File: config.mk
export PLATFORM = sky130hd
export DESIGN_NAME = state_sequencer_flat
export DESIGN_NICKNAME = d
export VERILOG_FILES = /design/src/rtl/state_sequencer_if.sv /design/src/rtl/state_sequencer.sv /design/src/flat_wrapper.sv
export SDC_FILE = /design/constraint.sdc
export NUM_CORES = 1
export LEC_CHECK = 0
export CORE_ASPECT_RATIO = 0.7
export CORE_UTILIZATION = 52
export CTS_CLUSTER_SIZE = 12
export DETAILED_ROUTE_END_ITERATION = 16
export PLACE_DENSITY = 0.91
export SYNTH_ARGS = -nofsm -noshare
export SYNTH_HDL_FRONTEND = slang
export SYNTH_SLANG_ARGS = --single-unit
File: constraint.sdc
create_clock -name clk -period 7 [get_ports clk]
set_clock_uncertainty 0.2 [all_clocks]
set_input_delay 1.4 -clock clk [delete_from_list [all_inputs] [get_ports clk]]
set_output_delay 1.4 -clock clk [all_outputs]
set_load 0.05 [all_outputs]
File: src/rtl/state_sequencer_if.sv
// state_sequencer_if
//   Bundles the sequencer's step/feedback inputs and its status outputs.
//   master : the monitor/decoder side (drives en, rd, end_sq, halt)
//   slave  : the sequencer itself (drives state, halted, illegal, counters)
//   Signals:
//     en          step enable from the monitor
//     rd[7:0]     memory read data; opcode in rd[7:4] is used in F2
//     end_sq      decoder: last phase of the current sequence
//     halt        decoder: HALT instruction executing
//     state[11:0] registered control state (one-hot group + binary phase)
//     halted      registered, high while in HALT0
//     illegal     one-cycle pulse after an undefined opcode dispatch
//     cycle_count enabled non-halted cycles since reset
//     inst_count  retired instructions since reset
interface state_sequencer_if #(
  parameter int CNT_W = 16
);
  logic             en;
  logic [7:0]       rd;
  logic             end_sq;
  logic             halt;
  logic [11:0]      state;
  logic             halted;
  logic             illegal;
  logic [CNT_W-1:0] cycle_count;
  logic [CNT_W-1:0] inst_count;

  modport master (
    output en, rd, end_sq, halt,
    input  state, halted, illegal, cycle_count, inst_count
  );

  modport slave (
    input  en, rd, end_sq, halt,
    output state, halted, illegal, cycle_count, inst_count
  );
endinterface

File: src/rtl/state_sequencer.sv
// state_sequencer
//   Control-state sequencer for the CDECv core. Produces the 12-bit state
//   vector consumed by the instruction decoder and advances it from the
//   decoder's end_sq/halt feedback and the opcode fetched in F2. Also keeps
//   run/halt status plus cycle and instruction counters for the monitor.
//   Ports:
//     clk    core clock, rising edge
//     reset  synchronous, active-high; overrides every other input
//     bus    state_sequencer_if.slave (see interface header for signals)
//   State encoding: state[11:4] one-hot group (bit4 R, bit5 F, bit6 MOV,
//   bit7 LD, bit8 ST, bit9 HALT, bits 10-11 always 0), state[3:0] phase.
module state_sequencer #(
  parameter int CNT_W = 16
) (
  input  logic                clk,
  input  logic                reset,
  state_sequencer_if.slave    bus
);

  // Enum values are the architectural encoding, so the register drives
  // the state output directly with no decode.
  typedef enum logic [11:0] {
    S_R0    = 12'h010,
    S_F0    = 12'h020,
    S_F1    = 12'h021,
    S_F2    = 12'h022,
    S_MOV0  = 12'h040,
    S_LD0   = 12'h080,
    S_LD1   = 12'h081,
    S_LD2   = 12'h082,
    S_LD3   = 12'h083,
    S_LD4   = 12'h084,
    S_ST0   = 12'h100,
    S_ST1   = 12'h101,
    S_ST2   = 12'h102,
    S_ST3   = 12'h103,
    S_ST4   = 12'h104,
    S_HALT0 = 12'h200
  } state_t;

  state_t           state_q, state_d;
  state_t           nxt;
  logic             halted_q, halted_d;
  logic             illegal_q, illegal_d;
  logic [CNT_W-1:0] cyc_q, cyc_d;
  logic [CNT_W-1:0] inst_q, inst_d;

  logic             bad_op;   // undefined opcode dispatched from F2
  logic             retire;   // an instruction completes this cycle
  logic             in_exec;  // current state is in MOV, LD or ST group

  assign in_exec = state_q[6] | state_q[7] | state_q[8];

  // Next-state function, independent of en; en only gates the update.
  always_comb begin
    nxt    = state_q;
    bad_op = 1'b0;
    if (bus.halt) begin
      // halt wins over end_sq and over dispatch
      nxt = S_HALT0;
    end else begin
      unique case (state_q)
        S_R0:   nxt = S_F0;
        S_F0:   nxt = S_F1;
        S_F1:   nxt = S_F2;
        S_F2: begin
          case (bus.rd[7:4])
            4'h1:    nxt = S_MOV0;
            4'h2:    nxt = S_LD0;
            4'h3:    nxt = S_ST0;
            4'hF:    nxt = S_HALT0;
            default: begin
              nxt    = S_F0;
              bad_op = 1'b1;
            end
          endcase
        end
        // MOV has a single legal phase, so it always returns to fetch.
        S_MOV0: nxt = S_F0;
        S_LD0:  nxt = bus.end_sq ? S_F0 : S_LD1;
        S_LD1:  nxt = bus.end_sq ? S_F0 : S_LD2;
        S_LD2:  nxt = bus.end_sq ? S_F0 : S_LD3;
        S_LD3:  nxt = bus.end_sq ? S_F0 : S_LD4;
        S_LD4:  nxt = S_F0;   // last phase; guard back to fetch
        S_ST0:  nxt = bus.end_sq ? S_F0 : S_ST1;
        S_ST1:  nxt = bus.end_sq ? S_F0 : S_ST2;
        S_ST2:  nxt = bus.end_sq ? S_F0 : S_ST3;
        S_ST3:  nxt = bus.end_sq ? S_F0 : S_ST4;
        S_ST4:  nxt = S_F0;
        S_HALT0: nxt = S_HALT0;
        default: nxt = S_R0;  // recover from any unreachable encoding
      endcase
    end
  end

  // An illegal opcode counts as a retired instruction.
  assign retire = ~bus.halt & ((bus.end_sq & in_exec) | bad_op);

  always_comb begin
    state_d   = state_q;
    halted_d  = halted_q;
    illegal_d = 1'b0;
    cyc_d     = cyc_q;
    inst_d    = inst_q;
    if (bus.en) begin
      state_d   = nxt;
      halted_d  = (nxt == S_HALT0);
      illegal_d = bad_op;
      if (state_q != S_HALT0) cyc_d = cyc_q + CNT_W'(1);
      if (retire)             inst_d = inst_q + CNT_W'(1);
    end
  end

  always_ff @(posedge clk) begin
    if (reset) begin
      state_q   <= S_R0;
      halted_q  <= 1'b0;
      illegal_q <= 1'b0;
      cyc_q     <= '0;
      inst_q    <= '0;
    end else begin
      state_q   <= state_d;
      halted_q  <= halted_d;
      illegal_q <= illegal_d;
      cyc_q     <= cyc_d;
      inst_q    <= inst_d;
    end
  end

  assign bus.state       = state_q;
  assign bus.halted      = halted_q;
  assign bus.illegal     = illegal_q;
  assign bus.cycle_count = cyc_q;
  assign bus.inst_count  = inst_q;

endmodule

File: src/flat_wrapper.sv
// flat-port wrapper written by rule: the top's interface ports become plain ports
module state_sequencer_flat 
#(
  parameter int CNT_W = 16
)
  (clk, reset, bus_en, bus_rd, bus_end_sq, bus_halt, bus_state, bus_halted, bus_illegal, bus_cycle_count, bus_inst_count);
  state_sequencer_if #(.CNT_W(CNT_W)) bus_i ();
  input  logic clk;
  input  logic reset;
  input wire logic [$bits(bus_i.en)-1:0] bus_en;
  input wire logic [$bits(bus_i.rd)-1:0] bus_rd;
  input wire logic [$bits(bus_i.end_sq)-1:0] bus_end_sq;
  input wire logic [$bits(bus_i.halt)-1:0] bus_halt;
  output wire logic [$bits(bus_i.state)-1:0] bus_state;
  output wire logic [$bits(bus_i.halted)-1:0] bus_halted;
  output wire logic [$bits(bus_i.illegal)-1:0] bus_illegal;
  output wire logic [$bits(bus_i.cycle_count)-1:0] bus_cycle_count;
  output wire logic [$bits(bus_i.inst_count)-1:0] bus_inst_count;
  assign bus_i.en = bus_en;
  assign bus_i.rd = bus_rd;
  assign bus_i.end_sq = bus_end_sq;
  assign bus_i.halt = bus_halt;
  assign bus_state = bus_i.state;
  assign bus_halted = bus_i.halted;
  assign bus_illegal = bus_i.illegal;
  assign bus_cycle_count = bus_i.cycle_count;
  assign bus_inst_count = bus_i.inst_count;
  state_sequencer #(.CNT_W(CNT_W)) u_core (.clk(clk), .reset(reset), .bus(bus_i));
endmodule
Word-level counts from Yosys, hierarchy flattened. Cells that the tools add are included.

Flip-flop bits (word level): 46. Bits in latches: 0. Bits in writable memories: 0. ROM bits: 0. Input bits: 13. Output and inout bits: 46. Logic and storage cells: 55. Memories kept: 0.

Add/sub/neg operators: 2. Multiply operators: 0. Div/mod/pow operators: 0. Magnitude comparators: 0. Eq/ne operators: 22. Shift operators: 0. Multiplexer cells: 14. Bitwise logic cells: 7. Reductions and logical operators: 5.

Operators with widths (count): $pmux 12 s13 (1); $eq 12x8->1 const B (5); $eq 12x9->1 const B (5); $pmux 10 s4 (1); $eq 12x6->1 const B (3); $mux 9 (4); $add 16x1->16 const B (2); $mux 8 (4); $eq 12x10->1 const B (2); $eq 12x5->1 const B (1); $eq 12x7->1 const B (1); $mux 12 (1); $ne 12x10->1 const B (1); $eq 4x2->1 const B (2); $reduce_or 4->1 (2); $eq 4x1->1 const B (1); $eq 4x4->1 const B (1); $reduce_and 2->1 (2); $mux 1 (3); $or 1x1->1 (3); $and 1x1->1 (2); $not 1->1 (2); $reduce_or 2->1 (1).

Longest topological paths before layout. Gate-level depths: netlist of run 1.

Depth in word-level cells: 8. Gate-level depth with buffers: 8.

Least setup slack after synthesis of run 1. No wires, ideal clock.

Kind: input to register. Start point: input bus_en. End point: register u_core.inst_q[1] (netlist: u_core.bus.inst_count[1]). Setup time: 0.128 ns. Arrival time: 2.775 ns. Required time: 6.672 ns. Setup slack: 3.898 ns. Stages: 8. Buffers on the path: 3. Cells stage by stage: clkbuf_1 > nor2b_1 > and3_1 > a31oi_1 > clkbuf_1 > buf_2 > mux2i_1 > nor2_1.

Word-level cells in the longest chain between the ends: 1.

RTL lines: start, declared (line flat_wrapper.sv:10) `input wire logic [$bits(bus_i.en)-1:0] bus_en;`; $reduce_and 2->1 (no source line); end signal, assigned (line state_sequencer.sv:126) `inst_q <= inst_d;`; end, declared (line state_sequencer.sv:46) `logic [CNT_W-1:0] inst_q, inst_d;`.

Every way passes these cells. A chain may end at the register's enable or synchronous reset.

Worst setup path in the final report of run 1.
Start point: input bus_en. End point: register u_core.inst_q[14] (netlist: u_core.bus.inst_count[14]).

The elaborated chain is that of the path after synthesis.

==> results of run 1 <==
through the flow:
| step | hold slack [ps] | instance area [um2] | utilization | worst slack [ps] | power, uW |
|---|---|---|---|---|---|
| floorplan | 504 | 2170 | - | 3900 | 290 |
| global placement | 244 | 2690 | 0.681 | 2860 | 304 |
| detailed placement | 250 | 2690 | 0.681 | 2820 | 305 |
| CTS | 268 | 2770 | 0.703 | 3140 | 456 |
| global route | 291 | 2770 | 0.703 | 2930 | 470 |
| finish | 265 | 2770 | 0.703 | 3120 | 453 |
cell type report:
type	count	area, um2
Timing Repair Buffer	53	526
Sequential cell	43	861
Inverter	7	26.3
Clock buffer	6	72.6
Fill cell	338	1170
Clock inverter	2	12.5
Multi-Input combinational cell	204	1210
Tap cell	52	65.1
flip-flops by register name, indices dropped and copies added, names as in the netlist:
| name | count |
|---|---|
| u_core.bus.illegal | 1 |
| u_core.bus.inst_count | 16 |
| u_core.bus.state | 9 |
| u_core.bus.halted | 1 |
| u_core.bus.cycle_count | 16 |
per-layer routing:
layer	wire, um	share of wire	vias to the layer above	global-route usage
met2	2260	0.44	64	0.358
met1	2490	0.49	1012	0.330
li1	-	-	1073	-
met5	0	0	-	0
met4	67	0.013	0	0.0831
met3	265	0.052	11	0.0607
power by group through the flow:
| stage | Combinational, uW | Clock [uW] | Sequential (uW) |
|---|---|---|---|
| 2_1_floorplan | 22.6 | 0 | 267 |
| 3_3_place_gp | 46.4 | 0 | 257 |
| 3_5_place_dp | 47.0 | 0 | 258 |
| 4_1_cts | 47.1 | 157 | 252 |
| 5_1_grt | 50.4 | 167 | 253 |
| 6_report | 47.4 | 154 | 252 |
logic make-up (layout without fill, tap and decap cells):
group,count (synthesis),in the layout
AND/OR/NAND/NOR,122,122
AO/OA/AOI/OAI,61,61
flip-flops,43,43
buffers and inverters,23,68
XOR/XNOR,14,14
adder cells (fa/ha/maj),2,2
multiplexers,2,2
other,1,3
worst paths after layout:
check                               to  slack (ps)           startpoint  cells after the start
max          u_core.bus.inst_count[14]        3120               bus_en                      6
min                  u_core.bus.halted         260    u_core.bus.halted                      1
max reg2reg  u_core.bus.inst_count[14]        4260  u_core.bus.state[6]                      5
min reg2reg          u_core.bus.halted         260    u_core.bus.halted                      1
cell usage in the layout, fill, tap and decap left out, types with 2 or more instances in the layout:
cell type	n
a21oi_1	22
a22oi_1	2
and3_1	5
and4_1	3
buf_4	2
clkbuf_8	5
clkdlybuf4s50_1	51
conb_1	3
dfxtp_1	43
ha_1	2
inv_1	7
mux2i_1	2
nand2_1	14
nand2b_1	3
nand3_1	16
nand4_1	11
nor2_1	21
nor3_1	10
nor4_1	8
o21a_1	2
o21ai_0	22
o31ai_1	7
or3_1	17
or4_1	6
xnor2_1	10
xor2_1	4
==> metrics.yaml, run 1 <==
status: "completed"
cts_tree: "built"
cts_resized: 0
tightest_slew_ps: 1170
hp-class: "flop to flop"
viasPerCell: 5.89
area_growth_pct: 27.9
max_cap_viol_count: 0
synth_compound_area_frac: 0.162
cp.arrival_ps: 3910
netlist_area_um2: 2170
grt_usage: 0.238
finalMaxSlewViolations: 0
synth-xor-area-share: 0.0566
synth_top_family_by_area: "simple AND/OR/NAND/NOR gates"
min_period_ps: 3880
layout-drive-gt1-share: 0.0413
overflow: 0
wl_mm: 5.09
combPwrFrac: 0.105
cp_top_family: "simple AND/OR/NAND/NOR gates"
yosysMostFrequentCell: "dfxtp_1"
p_switching_uw: 120
synthAdderAreaFrac: 0.0115
cts_buffers: 5
synth-edff-count: 0
end_kind: "flop"
max_slew_margin: 0.219
clock-sinks: 43
crit_slowest_cell: "clkdlybuf4s50_1"
drc: 0
cp_slowest_stage_delay_ps: 690
num_vias: 2160
globalplace.congestion: 0.858
fin_nets: 329
async_flop_share: 0
synth_cell_types: 41
clockBufferDepth: 2
fin_crit_sh: 0.554
synthSimpleGateAreaFrac: 0.311
power_per_cell_area_nw_per_um2: 163
p_clk_frac: 0.340
finalHoldViolCount: 0
antenna_found_initial: 0
clk_latency_ps: 300
power.leakage_uw: 0.000874
start_kind: "input pin"
port-buffer-count: 51
synth_seq_cells: 43
pwr-share-seq: 0.556
boundaryPins: 59
cp_num_buf_inv: 1
synth.area.mux_share: 0.00924
post-cts-setup-buffers: 0
hpwl_mm: 3.58
yosysTopAreaCellShare: 0.397
drtIter0Drc: 138
ant_nets: 0
first_pass_iters: 4
dieArea_um2: 4430
netSwitchingFraction: 0.264
coreArea_um2: 3950
synthCells: 268
synth_area_leaders: "dfxtp_1 (40%), a21oi_1 (5.1%), o21ai_0 (5.1%)"
cts-root-buf: "clkbuf_8"
setup-tns-final_ps: 0
setup_viol: 0
fmax_mhz: 258
syn_avg_cell_area_um2: 8.09
synth_top_area_cell: "dfxtp_1"
crit_type: "input pin to flop"
required_ps: 7040
initial_core_util: 0.549
rsz0062_at_grt: "false"
synth_warnings: 0
grt_pass1_wl_mm: 8.35
yosysSeqAreaShare: 0.397
die_y_um: 56.0
grt_max_degree: 39
htree_num_levels: 2
grt_pass1_vias: 1807
crit_fanout: 30
vdd_drop_max_v: 0.000125
final_cells: 367
synth-main-ff-cell: "dfxtp_1"
wl_per_cell_um: 13.9
cts_hold_buf: 0
clk_pin_slew_worst_paths_ps: 80
synth_common_cells: "dfxtp_1 (43), a21oi_1 (22), o21ai_0 (22)"
die_w_um: 79.2
internal_power_uw: 334
rows: 19
antenna_cells: 0
dpl.cell_count: 359
path_cells: "clkdlybuf4s50_1 > nand2b_1 > nor4_1 > a31oi_2 > or4_1 > a21oi_1"
Note: power is estimated with default switching activity, not from simulation.
==> run 2, diff against run 1 <==
CORE_UTILIZATION = 43   (was 52)
PLACE_DENSITY = 0.81   (was 0.91)
clock period = 3.4 ns   (was 7 ns; I/O delays follow)
==> run 2 against run 1 <==
- clock-buffer cell count unchanged
- routed wire length up 2.8%
- sequential share of layout area down 0.99 points
- register-to-register slack worse by 3600 ps
- critical endpoint is now u_core.bus.inst_count[12]
- highest routed layer unchanged
==> metrics.yaml, run 2 (synthesis gave the netlist of run 1 again) <==
status: "completed"
rsz0062_at_grt: "false"
start_kind: "input pin"
boundaryPins: 59  # unchanged
cp.arrival_ps: 2960  # -950 ps
num_vias: 2170  # +0.46%
min_from: "u_core.bus.halted"
globalplace.congestion: 0.837  # -2.5%
fin_crit_sh: 0.859
fillers: 440  # +30%
post-cts-setup-buffers: 0  # unchanged
utilization: 0.596  # -0.107
antenna_cells: 0  # unchanged
viasPerCell: 5.61  # -4.7%
r2r_cells: 5  # unchanged
max_slew_margin: 0.363  # +0.145
overflow: 0  # unchanged
netSwitchingFraction: 0.233  # -0.0310
finalPower_uw: 1090  # +140%
grt_max_degree: 38  # -2.6%
max_cap_viol_count: 0  # unchanged
rr_endpoint: "u_core.bus.inst_count[12]"
htree_num_levels: 2  # unchanged
holdPathEnd: "u_core.bus.halted"
combPwrFrac: 0.090  # -0.015
cts_resized: 0  # unchanged
final_common_cell: "clkdlybuf4s50_1"
antenna_found_initial: 0  # unchanged
clk_latency_ps: 310  # about the same
end_kind: "flop"
clockBufferDepth: 2  # unchanged
drc: 0  # unchanged
internal_power_uw: 838  # +150%
power_per_cell_area_nw_per_um2: 381  # +130%
final_cells: 387  # +5.4%
die_y_um: 61.4  # +9.6%
p_clk_frac: 0.435  # +0.095
wl_per_cell_um: 13.5  # -2.5%
cts_buffers: 5  # unchanged
grt_pass1_wl_mm: 8.67  # +3.9%
wl_mm: 5.23  # +2.8%
p_switching_uw: 254  # +110%
setup-tns-final_ps: 0  # unchanged
finalHoldViolCount: 0  # unchanged
initial_core_util: 0.451  # -0.0985
power.leakage_uw: 0.000912  # +4.3%
cts_tree: "built"
pwr-share-seq: 0.475  # -0.081
finalMaxSlewViolations: 0  # unchanged
first_pass_iters: 4  # unchanged
rrSetupSlack_ps: 660  # -3600 ps
vdd_drop_max_v: 0.000154  # +23%
coreArea_um2: 4810  # +22%
clock-sinks: 43  # unchanged
ant_nets: 0  # unchanged
hold_depth: 1  # unchanged
grt_pass1_vias: 1881  # +4.1%
clk_pin_slew_worst_paths_ps: 90  # about the same
layout_common_cells: "clkdlybuf4s50_1 (51), dfxtp_1 (43), o21ai_0 (22), a21oi_1 (22), nor2_1 (21)"
min_period_ps: 2920
layout-drive-gt1-share: 0.0503  # +0.00904
grt_usage: 0.212  # -0.0264
port-buffer-count: 51  # unchanged
crit_type: "input pin to flop"
dieArea_um2: 5330  # +20%
cts-root-buf: "clkbuf_8"
area_growth_pct: 32.2
tightest_slew_ps: 952  # -216 ps
dpl.cell_count: 379  # +5.6%
drtIter0Drc: 80  # -42%
cts_hold_buf: 0  # unchanged
rows: 21  # +2
hp-class: "flop to flop"
fin_nets: 332  # +0.91%
required_ps: 3440  # -3600 ps
worstReg2RegStart: "u_core.bus.state[6]"
setup_viol: 0  # unchanged
die_w_um: 86.9  # +9.7%
fmax_mhz: 342
hpwl_mm: 3.74  # +4.5%
crit_fanout: 25  # -17%
==> run 2: layer usage <==
metal	part of all wire	wire [um]	track usage	vias to the layer above
met4	0.0096	50	0.0690	0
met1	0.49	2570	0.271	1016
met2	0.44	2310	0.351	62
met3	0.058	302	0.0617	6
li1	-	-	-	1086
met5	0	0	0	-
==> run 2: worst max-delay path: stages <==
cell and delay (ps):
clkdlybuf4s50_1 460, nand2b_1 220, nor4_1 370, a31oi_2 420, or4_1 630, a21oi_1 170
==> run 2: how the worst max path moves through the flow <==
stage / from / slack [ps] / endpoint
CTS: bus_halt / 480 / u_core.bus.inst_count[12]
global placement: bus_halt / 250 / u_core.bus.inst_count[5]
detailed placement: bus_halt / 160 / u_core.bus.inst_count[12]
finish: bus_halt / 480 / u_core.bus.inst_count[12]
floorplan: u_core.bus.state[7] / 900 / u_core.bus.inst_count[14]
global route: bus_halt / 350 / u_core.bus.inst_count[4]
==> run 2: power by group through the flow <==
stage	combinational (uW)	clock (uW)	sequential, uW
floorplan	46.5	0	550
global placement	96.9	0	530
detailed placement	97.8	0	530
CTS	97.7	485	519
global route	106	506	520
finish	98.4	475	519
==> run 2: metrics by stage <==
step                setup slack [ps]  hold slack, ps  cell area [um2]
floorplan                        896             504             2170
global placement                 246             247             2730
detailed placement               161             240             2730
CTS                              484             258             2860
global route                     352             272             2860
finish                           479             253             2860
==> run 2: final cells by class <==
class | instances | area, um2 | area share
clock buffer | 6 | 72.6 | 0.0253
multi-input combinational | 204 | 1210 | 0.422
sequential | 43 | 861 | 0.301
tap | 69 | 86.3 | 0.0301
inverter | 7 | 26.3 | 0.00917
clock inverter | 2 | 60.1 | 0.0210
timing repair buffer | 56 | 548 | 0.191
==> run 3, diff against run 2 <==
RECOVER_POWER = 100   (was unset)
==> run 3 against run 2 <==
- global-route usage unchanged
- cell area down 0.52%
- sequential share of layout area is 0.16 points higher
==> metrics.yaml, run 3 (synthesis gave the netlist of run 1 again) <==
crit_fanout: 25  # unchanged
post-cts-setup-buffers: 0  # unchanged
drc: 0  # unchanged
antenna_cells: 0  # unchanged
boundaryPins: 59  # unchanged
grt_max_degree: 38  # unchanged
grt_pass1_vias: 1881  # unchanged
multi_input_area_um2: 1210  # unchanged
start_kind: "input pin"
min_period_ps: 2970  # +48.1 ps
dieArea_um2: 5330  # unchanged
clk_pin_slew_worst_paths_ps: 90  # about the same
setup-tns-final_ps: 0  # unchanged
rr_endpoint: "u_core.bus.inst_count[12]"
clockBufferDepth: 2  # unchanged
vdd_drop_max_v: 0.000154  # about the same
htree_num_levels: 2  # unchanged
initial_core_util: 0.451  # unchanged
wl_per_cell_um: 13.4  # -0.73%
rows: 21  # unchanged
port-buffer-count: 51  # unchanged
clock-sinks: 43  # unchanged
num_vias: 2177  # +0.32%
cts_hold_buf: 0  # unchanged
grt_pass1_wl_mm: 8.67  # unchanged
finalMaxSlewViolations: 0  # unchanged
tightest_slew_ps: 942  # -9.79 ps
fmax_mhz: 337  # -1.6%
power.leakage_uw: 0.00104  # +14%
coreArea_um2: 4810  # unchanged
power_per_cell_area_nw_per_um2: 381  # -0.12%
hp-class: "flop to flop"
setup_ws_ps: 430  # -48.1 ps
cts_resized: 0  # unchanged
critical_path.startpoint: "bus_en"
clk_latency_ps: 300  # about the same
r2r_cells: 5  # unchanged
finalHoldViolCount: 0  # unchanged
fin_crit_sh: 0.873  # +0.0142
rsz0062_at_grt: "false"
cts-root-buf: "clkbuf_8"
crit_path_end: "u_core.bus.inst_count[12]"
ant_nets: 0  # unchanged
grt_usage: 0.212  # unchanged
cp.arrival_ps: 3000  # +40 ps
rrSetupSlack_ps: 680  # +20 ps
crit_type: "input pin to flop"
area_growth_pct: 31.5
cts_tree: "built"
first_pass_iters: 4  # unchanged
die_y_um: 61.4  # unchanged
final_common_cell: "dlygate4sd3_1"
finalPower_uw: 1090  # -0.64%
setup_viol: 0  # unchanged
final_cells: 387  # unchanged
layout-drive-gt1-share: 0.0377  # -0.0126
overflow: 0  # unchanged
end_kind: "flop"
max_slew_margin: 0.370  # +0.00655
worstReg2RegStart: "u_core.bus.state[6]"
fin_nets: 332  # unchanged
globalplace.congestion: 0.837  # unchanged
regArea_um2: 861  # unchanged
dpl.cell_count: 379  # unchanged
die_w_um: 86.9  # unchanged
required_ps: 3430  # about the same
viasPerCell: 5.63  # +0.32%
layout_common_cells: "dlygate4sd3_1 (45), dfxtp_1 (43), o21ai_0 (22), a21oi_1 (22), nor2_1 (21)"
hpwl_mm: 3.74  # unchanged
antenna_found_initial: 0  # unchanged
max_cap_viol_count: 0  # unchanged
pre_cts_slack_ps: 161  # unchanged
drtIter0Drc: 89  # +11%
fillers: 445  # +1.1%
cts_buffers: 5  # unchanged
wl_mm: 5.20  # -0.73%
status: "completed"
-- run 3: final cells by class --
type                            count  area share
Sequential cell                    43       0.302
Multi-Input combinational cell    204       0.425
Clock buffer                        6      0.0255
Timing Repair Buffer               56       0.187
Clock inverter                      2      0.0211
Tap cell                           69      0.0303
Inverter                            7     0.00922
-- run 3: worst min path at each step --
stage / startpoint / end / slack, ps / cells past startpoint
after floorplan: u_core.bus.inst_count[15] / u_core.bus.inst_count[15] / 500 / 2
after global placement: u_core.bus.halted / u_core.bus.halted / 250 / 1
after detailed placement: u_core.bus.halted / u_core.bus.halted / 240 / 1
after CTS: u_core.bus.halted / u_core.bus.halted / 260 / 1
after global routing: u_core.bus.halted / u_core.bus.halted / 270 / 1
final: u_core.bus.halted / u_core.bus.halted / 250 / 1
-- run 3: through the flow --
step	utilization	hold WS (ps)	area, um2
floorplan	-	504	2170
global placement	0.568	247	2730
detailed placement	0.568	240	2730
CTS	0.596	258	2860
global route	0.593	268	2850
finish	0.593	247	2850
-- run 3: power by group --
group          switching [uW]  internal [uW]  total (uW)
Combinational            63.1           31.0        94.2
Sequential               9.07            509         518
Clock                     179            294         473
-- run 3: routing by layer --
| layer | up-vias | track usage | routed length (um) |
|---|---|---|---|
| met3 | 5 | 0.0617 | 322 |
| met5 | - | 0 | 0 |
| met1 | 1011 | 0.271 | 2500 |
| met2 | 74 | 0.351 | 2320 |
| met4 | 0 | 0.0690 | 48 |
| li1 | 1087 | - | - |
-- run 3: worst max-delay path, cell delays in order --
cell and delay (ps):
dlygate4sd3_1 590, nand2b_1 140, nor4_1 380, a31oi_2 420, or4_1 620, a21oi_1 170
